==> config.mk <==
export PLATFORM = sky130hd
export DESIGN_NAME = stream_demux_32
export DESIGN_NICKNAME = d
export VERILOG_FILES = /design/src/rtl/stream_demux_32_pkg.sv /design/src/rtl/demux_fifo.sv /design/src/rtl/stream_demux_32.sv
export SDC_FILE = /design/constraint.sdc
export NUM_CORES = 1
export LEC_CHECK = 0
export ABC_AREA = 0
export CORE_ASPECT_RATIO = 1.2
export CORE_UTILIZATION = 52
export DETAILED_ROUTE_END_ITERATION = 10
export PLACE_DENSITY = 0.8
export SETUP_SLACK_MARGIN = 0.05
export SYNTH_ARGS = -nofsm -noshare
export SYNTH_HDL_FRONTEND = slang
export SYNTH_SLANG_ARGS = --single-unit
==> constraint.sdc <==
create_clock -name clk -period 2.02 [get_ports clk]
set_input_delay 0.606 -clock clk [delete_from_list [all_inputs] [get_ports clk]]
set_output_delay 0.606 -clock clk [all_outputs]
set_load 0.02 [all_outputs]
==> src/rtl/stream_demux_32_pkg.sv <==
// Shared constants for the 1-to-2 word demultiplexer and its output FIFOs.
package stream_demux_32_pkg;

  localparam int DEFAULT_WIDTH = 32;
  localparam int DEFAULT_DEPTH = 4;
  localparam int DEFAULT_CNT_W = 16;

  localparam logic SEL_OUT0 = 1'b0;
  localparam logic SEL_OUT1 = 1'b1;

endpackage

==> src/rtl/demux_fifo.sv <==
// Show-ahead synchronous FIFO: head is the registered oldest entry, no
// same-cycle bypass from push to head.
module demux_fifo
  import stream_demux_32_pkg::*;
#(
  parameter int WIDTH = DEFAULT_WIDTH,
  parameter int DEPTH = DEFAULT_DEPTH
) (
  input  logic             clk,
  input  logic             rst_n,
  input  logic             push,
  input  logic [WIDTH-1:0] push_data,
  input  logic             pop,
  output logic [WIDTH-1:0] head,
  output logic             full,
  output logic             empty
);

  localparam int PTR_W = $clog2(DEPTH);
  localparam logic [PTR_W:0] FULL_CNT = (PTR_W+1)'(DEPTH);

  logic [WIDTH-1:0] mem [DEPTH];
  logic [PTR_W-1:0] wr_ptr;
  logic [PTR_W-1:0] rd_ptr;
  logic [PTR_W:0]   count;
  logic             do_push;
  logic             do_pop;

  // Full blocks a push even when a pop frees a slot in the same cycle.
  assign full    = (count == FULL_CNT);
  assign empty   = (count == '0);
  assign do_push = push && !full;
  assign do_pop  = pop && !empty;
  assign head    = mem[rd_ptr];

  always_ff @(posedge clk or negedge rst_n) begin
    if (!rst_n) begin
      for (int i = 0; i < DEPTH; i++) mem[i] <= '0;
      wr_ptr <= '0;
      rd_ptr <= '0;
      count  <= '0;
    end else begin
      if (do_push) begin
        mem[wr_ptr] <= push_data;
        wr_ptr      <= wr_ptr + 1'b1;
      end
      if (do_pop) rd_ptr <= rd_ptr + 1'b1;
      case ({do_push, do_pop})
        2'b10:   count <= count + 1'b1;
        2'b01:   count <= count - 1'b1;
        default: count <= count;
      endcase
    end
  end

endmodule

==> src/rtl/stream_demux_32.sv <==
// 1-to-2 valid/ready word demultiplexer with a per-output FIFO and
// per-output delivered-word counters.
module stream_demux_32
  import stream_demux_32_pkg::*;
#(
  parameter int WIDTH = DEFAULT_WIDTH,
  parameter int DEPTH = DEFAULT_DEPTH,
  parameter int CNT_W = DEFAULT_CNT_W
) (
  input  logic             clk,
  input  logic             rst_n,
  input  logic [WIDTH-1:0] in_data,
  input  logic             in_sel,
  input  logic             in_valid,
  output logic             in_ready,
  output logic [WIDTH-1:0] out0_data,
  output logic             out0_valid,
  input  logic             out0_ready,
  output logic [WIDTH-1:0] out1_data,
  output logic             out1_valid,
  input  logic             out1_ready,
  output logic [CNT_W-1:0] cnt0,
  output logic [CNT_W-1:0] cnt1
);

  logic full0, full1;
  logic empty0, empty1;
  logic push0, push1;
  logic pop0, pop1;

  // Ready depends only on the selected FIFO, so a stalled consumer never
  // blocks traffic headed to the other output.
  assign in_ready = (in_sel == SEL_OUT1) ? !full1 : !full0;
  assign push0    = in_valid && in_ready && (in_sel == SEL_OUT0);
  assign push1    = in_valid && in_ready && (in_sel == SEL_OUT1);

  assign out0_valid = !empty0;
  assign out1_valid = !empty1;
  assign pop0       = out0_valid && out0_ready;
  assign pop1       = out1_valid && out1_ready;

  demux_fifo #(.WIDTH(WIDTH), .DEPTH(DEPTH)) u_fifo0 (
    .clk       (clk),
    .rst_n     (rst_n),
    .push      (push0),
    .push_data (in_data),
    .pop       (pop0),
    .head      (out0_data),
    .full      (full0),
    .empty     (empty0)
  );

  demux_fifo #(.WIDTH(WIDTH), .DEPTH(DEPTH)) u_fifo1 (
    .clk       (clk),
    .rst_n     (rst_n),
    .push      (push1),
    .push_data (in_data),
    .pop       (pop1),
    .head      (out1_data),
    .full      (full1),
    .empty     (empty1)
  );

  always_ff @(posedge clk or negedge rst_n) begin
    if (!rst_n) begin
      cnt0 <= '0;
      cnt1 <= '0;
    end else begin
      if (pop0) cnt0 <= cnt0 + 1'b1;
      if (pop1) cnt1 <= cnt1 + 1'b1;
    end
  end

endmodule

==> impl_metrics.yaml, run 1 <==
timing:
  hold_viol_final: 0
  fin_crit_ns: 2.62
  finalCritPeriodShare_pct: 130
  max_freq_ghz: 0.382
  setup_ws_ns: -0.600
  max_slew_margin_pct: 73.6
  setup_viol: 68
  finalClockSkew_ns: 0.0285
  rsz0062_at_grt: "true"
  setup_tns_ns: -33.07
  tightest_slew_ns: 0.395
  finalMaxSlewViolations: 0
logic_synthesis:
  synth_warnings: 0
  synth_flop_cell: "dfrtp_1"
  synth_most_common_cell: "dfrtp_1"
  synth_edf_count: 0
  syn_area_per_cell_um2: 16.3
  synth_seq_cells: 302
  ys_seq_area_share_pct: 56.1
  synth_nets: 876
  synth_top_cell_by_area: "dfrtp_1"
  synth_area_mm2: 0.0135
  synthArstFlopShare_pct: 100
  yosys.area.top_type_share_pct: 56.1
  synthTopCellsByCount: "302 x dfrtp_1, 239 x mux2_2, 64 x mux4_2, 28 x nand2_1, 28 x xnor2_1"
  ys_top_cells_by_area: "dfrtp_1 56%, mux2_2 20%, mux4_2 11%, xnor2_1 1.8%, buf_12 1.8%"
  syn_inst: 824
  yosysUniqueCellTypes: 37
global_route:
  gr-total-overflow: 0
  grt_pass1_wl_um: 47300
  grt_pass1_vias: 8416
  antenna_found_initial: 0
  grt_usage_pct: 23.3
  grt_max_degree: 61
worst_setup_path:
  path_cells: "buf_6 -> buf_16 -> mux4_2 -> buf_6"
  path_class: "register to primary output"
  crit_path_end_kind: "primary output"
  crit_family: "multiplexers"
  crit_path_max_fanout: 8
  reg2reg_depth: 9
  cpMaxStageDelayCell: "mux4_2"
  crit_cells: 4
  path_buf_inv: 3
  critPathLaunchType: "register"
  critPathMaxStageDelay_ns: 0.54
  worst_path_most_repeated_cell: "buf_6"
  critPathRequiredTime_ns: 1.41
  crit_arrival_ns: 2.01
routing:
  vias: 7966
  ant_nets: 0
  wl_per_cell_um: 22.0
  drt-pass1-iter-count: 4
  viasPerCell: 5.71
  drtIter0Drc: 430
  routed_wl_um: 30700
  drc: 0
pwr:
  power_switching_mw: 10.2
  total_power_mw: 30.9
  netSwitchingFraction_pct: 33.1
  combPwrFrac_pct: 47.3
  seq_power_share_pct: 34.2
  clkPwrFrac_pct: 18.5
  power_density_mw_per_mm2: 1790
  peakVddDrop_uv: 1240
  internal-power_mw: 20.7
  leakage_nw: 7.71
die:
  dieHeight_um: 178
  rows: 64
  core-area_mm2: 0.0255
  ios: 137
  start_util_pct: 52.9
  die_area_mm2: 0.0265
  fp.dieW_um: 149
finish:
  syn_to_final_growth_pct: 28.2
  final_util_pct: 67.8
  diodes: 0
  drive_above_1_share_pct: 52.6
  nFillCells: 1754
  final_nets: 1096
  ff_latch_area_mm2: 0.00757
  multi_input_area_mm2: 0.00552
  fin_area_mm2: 0.0173
run:
  drv_cap: 0
cts:
  clk_latency_ns: 0.56
  cts_buffers: 31
  cts_max_path_buffers: 3
  root_buffer: "clkbuf_16"
  path_clk_slew_ns: 0.06
  clkSinkCount: 302
  cts_tree: "built"
  htree_levels: 1
worst_hold_path:
  hp-class: "register to register"
  hold_depth: 1
place:
  place_congestion: 0.740
  portBuffers: 136
  place.detailed.hpwl_um: 18400
  dp_slack_ns: -0.492
  place_area_mm2: 0.0157
outcome:
  violations: "setup timing"
  outcome: "complete, but fails checks"
## registers in the layout, summed over array words and instances, names as in the netlist
| signal | cells |
|---|---|
| u_fifo1.mem | 128 |
| u_fifo1.count | 3 |
| u_fifo0.wr_ptr | 2 |
| cnt0 | 16 |
| u_fifo0.count | 3 |
| cnt1 | 16 |
| u_fifo0.mem | 128 |
| u_fifo0.rd_ptr | 2 |
| u_fifo1.rd_ptr | 2 |
| u_fifo1.wr_ptr | 2 |
## per-layer routing
layer	track usage (%)	share of wire [%]
met1	31.5	42
met2	39.2	51
met3	3.27	4.9
met4	7.27	2.8
met5	0	0
## timing repair
item	in CTS	in global routing
gates resized for setup	440	34
hold buffers	1	0
gates cloned	5	7
pin swaps	3	4
buffers inserted	14	5
hold endpoints to repair	32	0
endpoints found under the setup margin	224	150
## power groups by stage
stage	Sequential [mW]	Clock [mW]	Combinational [mW]
after floorplan	10.1	0	8.47
after global placement	10.4	0	13.2
after detailed placement	10.5	0	13.5
after CTS	10.5	5.81	14.6
after global routing	10.9	6.09	15.4
final	10.6	5.72	14.6
## worst reg2reg max path, stage by stage (launching register included)
cell and delay [ns]:
dfrtp_1 0.38, or3b_4 0.41, and3b_2 0.25, inv_4 0.06
ha_4 0.13, inv_2 0.04, fa_2 0.32, xor2_1 0.14
nor2_1 0.13, xor2_1 0.14
## path summary, 6_finish.rpt
kind                                                from                             to  slack (ns)
min in group asynchronous                          rst_n   u_fifo1.mem[111]$_DFFE_PN0P_        0.53
setup reg to reg            u_fifo0.count[0]$_DFFE_PN0P_   u_fifo0.count[2]$_DFFE_PN0P_       -0.06
hold / removal                      cnt1[15]$_DFFE_PN0P_           cnt1[15]$_DFFE_PN0P_        0.47
setup / recovery           u_fifo0.rd_ptr[0]$_DFFE_PN0P_                  out0_data[23]       -0.60
max in group asynchronous                          rst_n  u_fifo1.rd_ptr[0]$_DFFE_PN0P_        0.84
hold reg to reg                     cnt1[15]$_DFFE_PN0P_           cnt1[15]$_DFFE_PN0P_        0.47
## cell usage in the layout, fill, tap and decap left out, types with 11 or more instances in the layout
master / n
buf_12: 30
inv_1: 11
nand2_1: 24
mux4_2: 64
mux2_4: 11
mux2_2: 239
xor2_1: 13
dfrtp_1: 295
clkbuf_16: 38
buf_6: 70
dlygate4sd2_1: 17
xnor2_1: 28
buf_4: 37
clkdlybuf4s50_1: 35
## final cells by class
type                    instances  area share (%)
well taps                     330            2.39
clock inverters                 6           0.674
clock buffers                  47            5.25
repair buffers                229            15.5
flip-flops and latches        302            43.8
multi-input cells             464            32.0
inverters                      16           0.363
## metrics by stage
step / hold WS, ns / std cells
5_1_grt: 0.486 / 1394
2_1_floorplan: 0.310 / 824
3_3_place_gp: 0.462 / 1313
4_1_cts: 0.472 / 1385
6_report: 0.468 / 1394
3_5_place_dp: 0.465 / 1313
## logic make-up after synthesis
group           share of synthesized area (%)
flops                                    56.1
compound gates                          0.465
xor+xnor                                 2.67
buf+inv                                  3.35
mux                                      32.5
fa+ha+maj                                1.41
simple gates                             3.48
Note: power is estimated with default switching activity, not from simulation.
==> run 2, diff against run 1 <==
--- a/config.mk
+++ b/config.mk
@@ -6,7 +6,7 @@
 export NUM_CORES = 1
 export LEC_CHECK = 0
 export ABC_AREA = 0
-export CORE_ASPECT_RATIO = 1.2
+export CORE_MARGIN = 4
 export CORE_UTILIZATION = 52
 export DETAILED_ROUTE_END_ITERATION = 10
 export PLACE_DENSITY = 0.8
==> run 2 against run 1 <==
- the run still ends with setup timing left
- worst hold slack better by 0.0026 ns
- largest cell class unchanged
- via count hardly changed
- wire length is 4.4% higher
- design area is 4.8% higher
- clock skew is 0.015 ns lower
- count of clock-buffer cells in the layout is 6 lower
- largest power group unchanged
- critical path depth is 1 higher
- register-to-register slack worse by 0.02 ns
- non-clock buffer count is 17 higher
- sequential cell count stayed put
- combinational power is 9.6% higher
- sequential share of layout area is 2.0 points lower
==> impl_metrics.yaml, run 2 (synthesis gave the netlist of run 1 again) <==
outcome:
  outcome: "complete, but fails checks"
  violations: "setup timing"
worst_hold_path:
  hp-class: "register to register"
  hold_depth: 1
cts:
  path_clk_slew_ns: 0.06
  cts_buffers: 31
  root_buffer: "clkbuf_16"
  cts_max_path_buffers: 3
  clkSinkCount: 302
  clk_latency_ns: 0.56
  cts_tree: "built"
  htree_levels: 1
timing:
  finalMaxSlewViolations: 0
  setup_ws_ns: -0.612
  max_slew_margin_pct: 72.7
  hold_viol_final: 0
  finalCritPeriodShare_pct: 130
  fin_crit_ns: 2.63
  rsz0062_at_grt: "true"
  tightest_slew_ns: 0.410
  finalClockSkew_ns: 0.0139
  max_freq_ghz: 0.380
  setup_viol: 74
  whs_ns: 0.471
pwr:
  peakVddDrop_uv: 1300
  seq_power_share_pct: 32.5
  clkPwrFrac_pct: 18.5
  internal-power_mw: 22.1
  power_density_mw_per_mm2: 1810
  leakage_nw: 8.44
  combPwrFrac_pct: 48.9
  power_switching_mw: 10.6
  netSwitchingFraction_pct: 32.5
finish:
  final_common_cell: "dfrtp_1"
  fin_area_mm2: 0.0181
  multi_input_area_mm2: 0.00593
  nFillCells: 1571
  fin_cells: 1416
  reg.largest.list: "u_fifo0.mem: 128 flops, u_fifo1.mem: 128 flops"
  layout_common_cells: "295 x dfrtp_1, 133 x mux2_2, 120 x mux2_4"
  syn_to_final_growth_pct: 34.4
  diodes: 0
  ff_latch_area_mm2: 0.00757
  final_util_pct: 71.4
  final_nets: 1113
  drive_above_1_share_pct: 55.1
place:
  place.detailed.hpwl_um: 18900
  portBuffers: 136
  post-place-cells: 1319
  dp_slack_ns: -0.531
  place_area_mm2: 0.0158
  place_congestion: 0.760
worst_setup_path:
  reg2reg_depth: 9
  crit_path_end_kind: "primary output"
  critPathRequiredTime_ns: 1.41
  critPathLaunchType: "register"
  crit_arrival_ns: 2.03
  path_class: "register to primary output"
  crit_path_max_fanout: 3
global_route:
  grt_pass1_vias: 8652
  grt_max_degree: 52
  grt_usage_pct: 21.7
  gr-total-overflow: 0
  antenna_found_initial: 0
  grt_pass1_wl_um: 49400
die:
  core-area_mm2: 0.0253
  die_area_mm2: 0.0285
  dieHeight_um: 169
  rows: 58
  start_util_pct: 53.1
  fp.dieW_um: 169
  ios: 137
routing:
  routed_wl_um: 32000
  drt-pass1-iter-count: 4
  viasPerCell: 5.62
  drtIter0Drc: 507
  drc: 0
  wl_per_cell_um: 22.6
  vias: 7959
  ant_nets: 0
run:
  drv_cap: 0
run 2: cell count changes in the layout (fill, tap and decap cells not counted), sizes merged, moves of 2 or more:
cell,delta
buf,+18
bufinv,+2
clkinv,+7
clkinvlp,+2
dlygate4sd2,-7
run 2: stage by stage:
stage               power [mW]  TNS, ns
floorplan                 18.6   -0.151
detailed placement        24.0  -101.69
global route              34.2   -38.98
global placement          23.6   -94.65
CTS                       31.6   -36.12
finish                    32.7   -33.74
run 2: area by class of cell:
cell class	count	area share, %
Clock buffer	41	4.83
Clock inverter	17	1.23
Inverter	16	0.346
Multi-Input combinational cell	464	32.8
Sequential cell	302	41.8
Tap cell	330	2.28
Timing Repair Buffer	246	16.7
run 2: final timing paths:
| path | start | end | slack, ns |
|---|---|---|---|
| setup / recovery | u_fifo0.rd_ptr[0]$_DFFE_PN0P_ | out0_data[14] | -0.61 |
| hold / removal | cnt1[15]$_DFFE_PN0P_ | cnt1[15]$_DFFE_PN0P_ | 0.47 |
| setup reg to reg | u_fifo0.count[0]$_DFFE_PN0P_ | u_fifo0.count[2]$_DFFE_PN0P_ | -0.08 |
| hold reg to reg | cnt1[15]$_DFFE_PN0P_ | cnt1[15]$_DFFE_PN0P_ | 0.47 |
| max in group asynchronous | rst_n | u_fifo0.mem[60]$_DFFE_PN0P_ | 0.82 |
| min in group asynchronous | rst_n | u_fifo0.mem[8]$_DFFE_PN0P_ | 0.55 |
run 2: layer usage:
layer	share of wire (%)	vias up	routed length, um	global-route usage [%]
met5	0	-	0	0
li1	-	3495	-	-
met2	49	179	15800	35.5
met4	2.0	0	635	4.69
met3	4.0	42	1290	3.04
met1	45	4243	14400	31.7
run 2: power groups by stage:
stage | registers (mW) | logic, mW | clock network [mW]
after detailed placement | 10.5 | 13.5 | 0
after CTS | 10.5 | 15.0 | 6.17
after floorplan | 10.1 | 8.47 | 0
after global placement | 10.3 | 13.3 | 0
final | 10.6 | 16.0 | 6.07
after global routing | 10.9 | 16.9 | 6.43
run 2: repair_timing:
action | in CTS | in global routing
pin swaps | 6 | 1
hold buffers | 1 | 0
setup endpoints to repair | 224 | 200
gates cloned | 8 | 6
buffers inserted | 26 | 6
endpoints found under the hold margin | 35 | 0
gates resized for setup | 470 | 159
run 2: critical path, stage by stage (launching register included):
cell and delay, ns:
dfrtp_2 0.44, buf_4 0.15, buf_12 0.12, buf_4 0.14
mux4_2 0.47, buf_6 0.16
==> run 3, diff against run 2 <==
--- a/config.mk
+++ b/config.mk
@@ -6,11 +6,11 @@
 export NUM_CORES = 1
 export LEC_CHECK = 0
 export ABC_AREA = 0
-export CORE_MARGIN = 4
 export CORE_UTILIZATION = 52
 export DETAILED_ROUTE_END_ITERATION = 10
 export PLACE_DENSITY = 0.8
 export SETUP_SLACK_MARGIN = 0.05
+export SKIP_CTS_REPAIR_TIMING = 1
 export SYNTH_ARGS = -nofsm -noshare
 export SYNTH_HDL_FRONTEND = slang
 export SYNTH_SLANG_ARGS = --single-unit
==> run 3 against run 2 <==
- the flow still finishes with violations (setup timing)
- global-route usage is 0.18 points higher
- count of clock-buffer cells in the layout grew 6
- maximum frequency rose by 2.8%
- combinational power decreased by 9%
- power shrank 6.2%
- setup slack better by 0.073 ns
- design area fell by 3.7%
- sequential power hardly changed
- via count is 2.3% lower
- worst hold slack about the same
==> impl_metrics.yaml, run 3 (synthesis gave the netlist of run 1 again) <==
routing:
  wl_per_cell_um: 21.3
  vias: 7776
  drt-pass1-iter-count: 4
  drtIter0Drc: 343
  ant_nets: 0
  routed_wl_um: 29600
  viasPerCell: 5.59
  drc: 0
global_route:
  grt_pass1_vias: 8332
  gr-total-overflow: 0
  grt_max_degree: 49
  antenna_found_initial: 0
  grt_pass1_wl_um: 45400
  grt_usage_pct: 21.9
die:
  core-area_mm2: 0.0253
  ios: 137
  rows: 58
  dieHeight_um: 163
  die_area_mm2: 0.0265
  fp.dieW_um: 163
  start_util_pct: 53.3
place:
  place_congestion: 0.745
  post-place-cells: 1318
  portBuffers: 136
  place.detailed.hpwl_um: 18400
timing:
  hold_viol_final: 0
  setup_viol: 149
  finalMaxSlewViolations: 0
  finalCritPeriodShare_pct: 127
  finalClockSkew_ns: 0.00842
  fin_crit_ns: 2.56
  tightest_slew_ns: 0.420
  max_slew_margin_pct: 72.0
  rsz0062_at_grt: "true"
  max_freq_ghz: 0.391
  setup_ws_ns: -0.539
finish:
  multi_input_area_mm2: 0.00574
  final_util_pct: 68.9
  fin_cells: 1391
  syn_to_final_growth_pct: 29.3
  ff_latch_area_mm2: 0.00756
  drive_above_1_share_pct: 51.8
  final_common_cell: "dfrtp_1"
  nFillCells: 1710
  reg.largest.list: "u_fifo0.mem: 128 flops, u_fifo1.mem: 128 flops"
  diodes: 0
  final_nets: 1091
  layout_common_cells: "297 x dfrtp_1, 189 x mux2_2, 65 x buf_6"
pwr:
  leakage_nw: 8.31
  peakVddDrop_uv: 1040
  total_power_mw: 30.7
  power_density_mw_per_mm2: 1760
cts:
  cts_max_path_buffers: 3
  clkSinkCount: 302
  cts_tree: "built"
  path_clk_slew_ns: 0.06
  root_buffer: "clkbuf_16"
  cts_buffers: 31
  htree_levels: 1
  clk_latency_ns: 0.55
worst_setup_path:
  crit_arrival_ns: 1.95
  path_class: "register to primary output"
  critPathLaunchType: "register"
  critPathRequiredTime_ns: 1.41
  crit_path_end_kind: "primary output"
  crit_path_max_fanout: 8
outcome:
  violations: "setup timing"
  outcome: "complete, but fails checks"
worst_hold_path:
  hp-class: "register to register"
run:
  drv_cap: 0
## run 3: cell count changes in the layout (fill, tap and decap cells not counted), moves of 9 or more
| cell | delta |
|---|---|
| mux2_2 | +56 |
| buf_12 | -15 |
| buf_6 | -13 |
| clkbuf_2 | -9 |
| mux2_4 | -57 |
| dlygate4sd2_1 | -10 |
| buf_2 | +13 |
| dlymetal6s2s_1 | +33 |
## run 3: report_power, final
| group | switching, mW | internal, mW | leakage (nW) |
|---|---|---|---|
| clock | 2.27 | 3.29 | 0.486 |
| combinational | 6.17 | 8.45 | 4.15 |
| sequential | 1.62 | 8.91 | 3.67 |
## run 3: worst max-delay path: stages, from the launching register on
cell and delay (ns):
dfrtp_2 0.37, buf_12 0.15, buf_12 0.16, mux4_2 0.56
buf_6 0.16
## run 3: path summary, 6_finish.rpt
check,cells past startpoint,endpoint,startpoint,slack [ns]
min in group asynchronous,2,u_fifo1.mem[100]$_DFFE_PN0P_,rst_n,0.55
setup reg to reg,9,u_fifo0.count[2]$_DFFE_PN0P_,u_fifo0.count[0]$_DFFE_PN0P_,-0.07
hold / removal,1,cnt1[15]$_DFFE_PN0P_,cnt1[15]$_DFFE_PN0P_,0.47
hold reg to reg,1,cnt1[15]$_DFFE_PN0P_,cnt1[15]$_DFFE_PN0P_,0.47
max in group asynchronous,3,u_fifo1.rd_ptr[1]$_DFFE_PN0P_,rst_n,0.78
setup / recovery,4,out1_data[30],u_fifo1.rd_ptr[0]$_DFFE_PN0P_,-0.54
## run 3: layout make-up
cell class / instances / area share, %
clock buffers: 47 / 5.15
well taps: 330 / 2.37
repair buffers: 224 / 15.2
flip-flops and latches: 302 / 43.4
clock inverters: 8 / 0.553
inverters: 16 / 0.359
multi-input cells: 464 / 33.0
## run 3: metrics by stage
| stage | setup TNS (ns) | worst slack [ns] | instance area [um2] | hold WS, ns |
|---|---|---|---|---|
| 2_1_floorplan | -0.151 | -0.130 | 13500 | 0.310 |
| 3_3_place_gp | -115.89 | -0.531 | 15700 | 0.465 |
| 3_5_place_dp | -125.08 | -0.543 | 15700 | 0.465 |
| 4_1_cts | -66.72 | -0.964 | 16700 | -0.0423 |
| 5_1_grt | -42.47 | -0.601 | 17400 | 0.494 |
| 6_report | -33.07 | -0.539 | 17400 | 0.471 |
## run 3: routing by layer
metal	routed length [um]	global-route usage [%]	up-vias
met3	1090	2.75	39
met5	0	0	-
met4	439	4.67	0
met2	15000	37.4	171
li1	-	-	3447
met1	13100	30.2	4119
==> RTL edit, RTL diff (flow settings as in run 2) <==
Set the package constant `DEFAULT_DEPTH` to 2 (it was 4).
--- a/src/rtl/stream_demux_32_pkg.sv
+++ b/src/rtl/stream_demux_32_pkg.sv
@@ -4,3 +4,3 @@
   localparam int DEFAULT_WIDTH = 32;
-  localparam int DEFAULT_DEPTH = 4;
+  localparam int DEFAULT_DEPTH = 2;
   localparam int DEFAULT_CNT_W = 16;
Behaviour: not the same (Yosys sat finds a counterexample within 4 cycles, from zero or initial values and one cycle with rst_n low).
==> RTL edit against run 2 <==
- the flow still finishes with violations (setup timing)
- cell area is 41% lower
- setup slack better by 0.39 ns
- sequential share of layout area is 2.7 points lower
- sequential cell count is 134 lower
- wire length is 44% lower
- critical path depth stayed put
- die area is 40% lower
- area after synthesis is 42% lower
- register-to-register slack better by 0.33 ns
- total power is 40% lower
==> RTL edit: results (changes against run 2) <==
Yosys
  – Net Count, Synth: 533 (was 876)
  – Ranking of synthesized cells by area: dfrtp_1 54%, mux2_2 16%, mux2_4 15% (was dfrtp_1 56%, mux2_2 20%, mux4_2 11%)

Power
  – Static Leak: 5.15 nW (was 8.44 nW)
  – Int Power: 0.0130 W (was 0.0221 W)
  – Maximum VDD drop: 1090 uV (was 1300 uV)
  – Clock power frac: 0.166 (was 0.185)

Worst hold path
  – Hold Crit Class: input port to asynchronous set/reset pin (was flip-flop to flip-flop)

STA
  – Slew headroom: 0.640 (was 0.727)
  – Worst setup margin: -0.224 ns (was -0.612 ns)
  – Final setup viols: 64 (was 74)

Detailed routing
  – Starting DRT DRC Count: 205 (was 507)
  – DR WL/cell: 20.3 um (was 22.6 um)
  – Wire length on met3: 745 um (was 1290 um)
  – M1 wire length: 7850 um (was 14400 um)

Place
  – Post-placement worst setup slack: -0.558 ns (was -0.531 ns)
  – GP Congestion: 0.807 (was 0.760)
  – HPWL after DPL: 11600 um (was 18900 um)

Final layout
  – Fraction of layout cells with a size suffix above 1: 0.530 (was 0.551)
  – Layout net count: 733 (was 1113)

Critical path
  – Worst path arrival time: 1.64 ns (was 2.03 ns)
  – R2R cell count: 6 (was 9)
  – R2R Setup Slk: 0.25 ns (was -0.08 ns)

Clocking
  – Clock Latency Late Sink: 0.42 ns (was 0.56 ns)
  – Total CTS buffers: 17 (was 31)

Global routing
  – Grt met1 use: 0.289 (was 0.317)
  – Vias in the first global route: 5247 (was 8652)

Outcome
  – Status: complete, but fails checks (unchanged)
  – Violated checks: setup timing (unchanged)
RTL edit: cell families after synthesis:
| kind of cell | synth area share |
|---|---|
| mux | 0.319 |
| flops | 0.540 |
| simple gates | 0.0545 |
| xor+xnor | 0.0450 |
| buf+inv | 0.0309 |
| fa+ha+maj | 0.00643 |
| compound gates | 0.00322 |
RTL edit: timing repair:
item,4_1_cts,5_1_grt
setup endpoints to repair,99,67
gates cloned,4,2
buffers inserted,12,8
gates resized for setup,426,63
pin swaps,0,0
RTL edit: worst min path at each step:
stage	from	to	depth (start not counted)
after floorplan	rst_n	cnt0[0]	0
after global placement	cnt0[15]	cnt0[15]	1
after detailed placement	cnt0[15]	cnt0[15]	1
after CTS	rst_n	u_fifo1.mem[19]	1
after global routing	rst_n	u_fifo1.mem[19]	1
final	rst_n	u_fifo1.mem[19]	1
RTL edit: area by class of cell:
class | instances | area, um^2
Timing Repair Buffer | 202 | 2210
Sequential cell | 168 | 4210
Multi-Input combinational cell | 298 | 3480
Fill cell | 934 | 3850
Clock buffer | 20 | 457
Clock inverter | 12 | 140
Inverter | 4 | 15.0
Tap cell | 184 | 230
RTL edit: through the flow:
stage / hold WS, ns / cells / cell area (um^2) / power, W
6_report: 0.137 / 888 / 10700 / 0.0196
5_1_grt: 0.152 / 888 / 10700 / 0.0205
4_1_cts: 0.141 / 883 / 10500 / 0.0190
3_5_place_dp: 0.475 / 835 / 9650 / 0.0148
3_3_place_gp: 0.460 / 835 / 9650 / 0.0145
2_1_floorplan: 0.310 / 491 / 7780 / 0.0112
RTL edit: critical path: stages, from the launching register on:
cell	delay [ns]
dfrtp_2	0.43
buf_6	0.13
buf_8	0.13
buf_12	0.12
mux2_2	0.28
buf_6	0.13
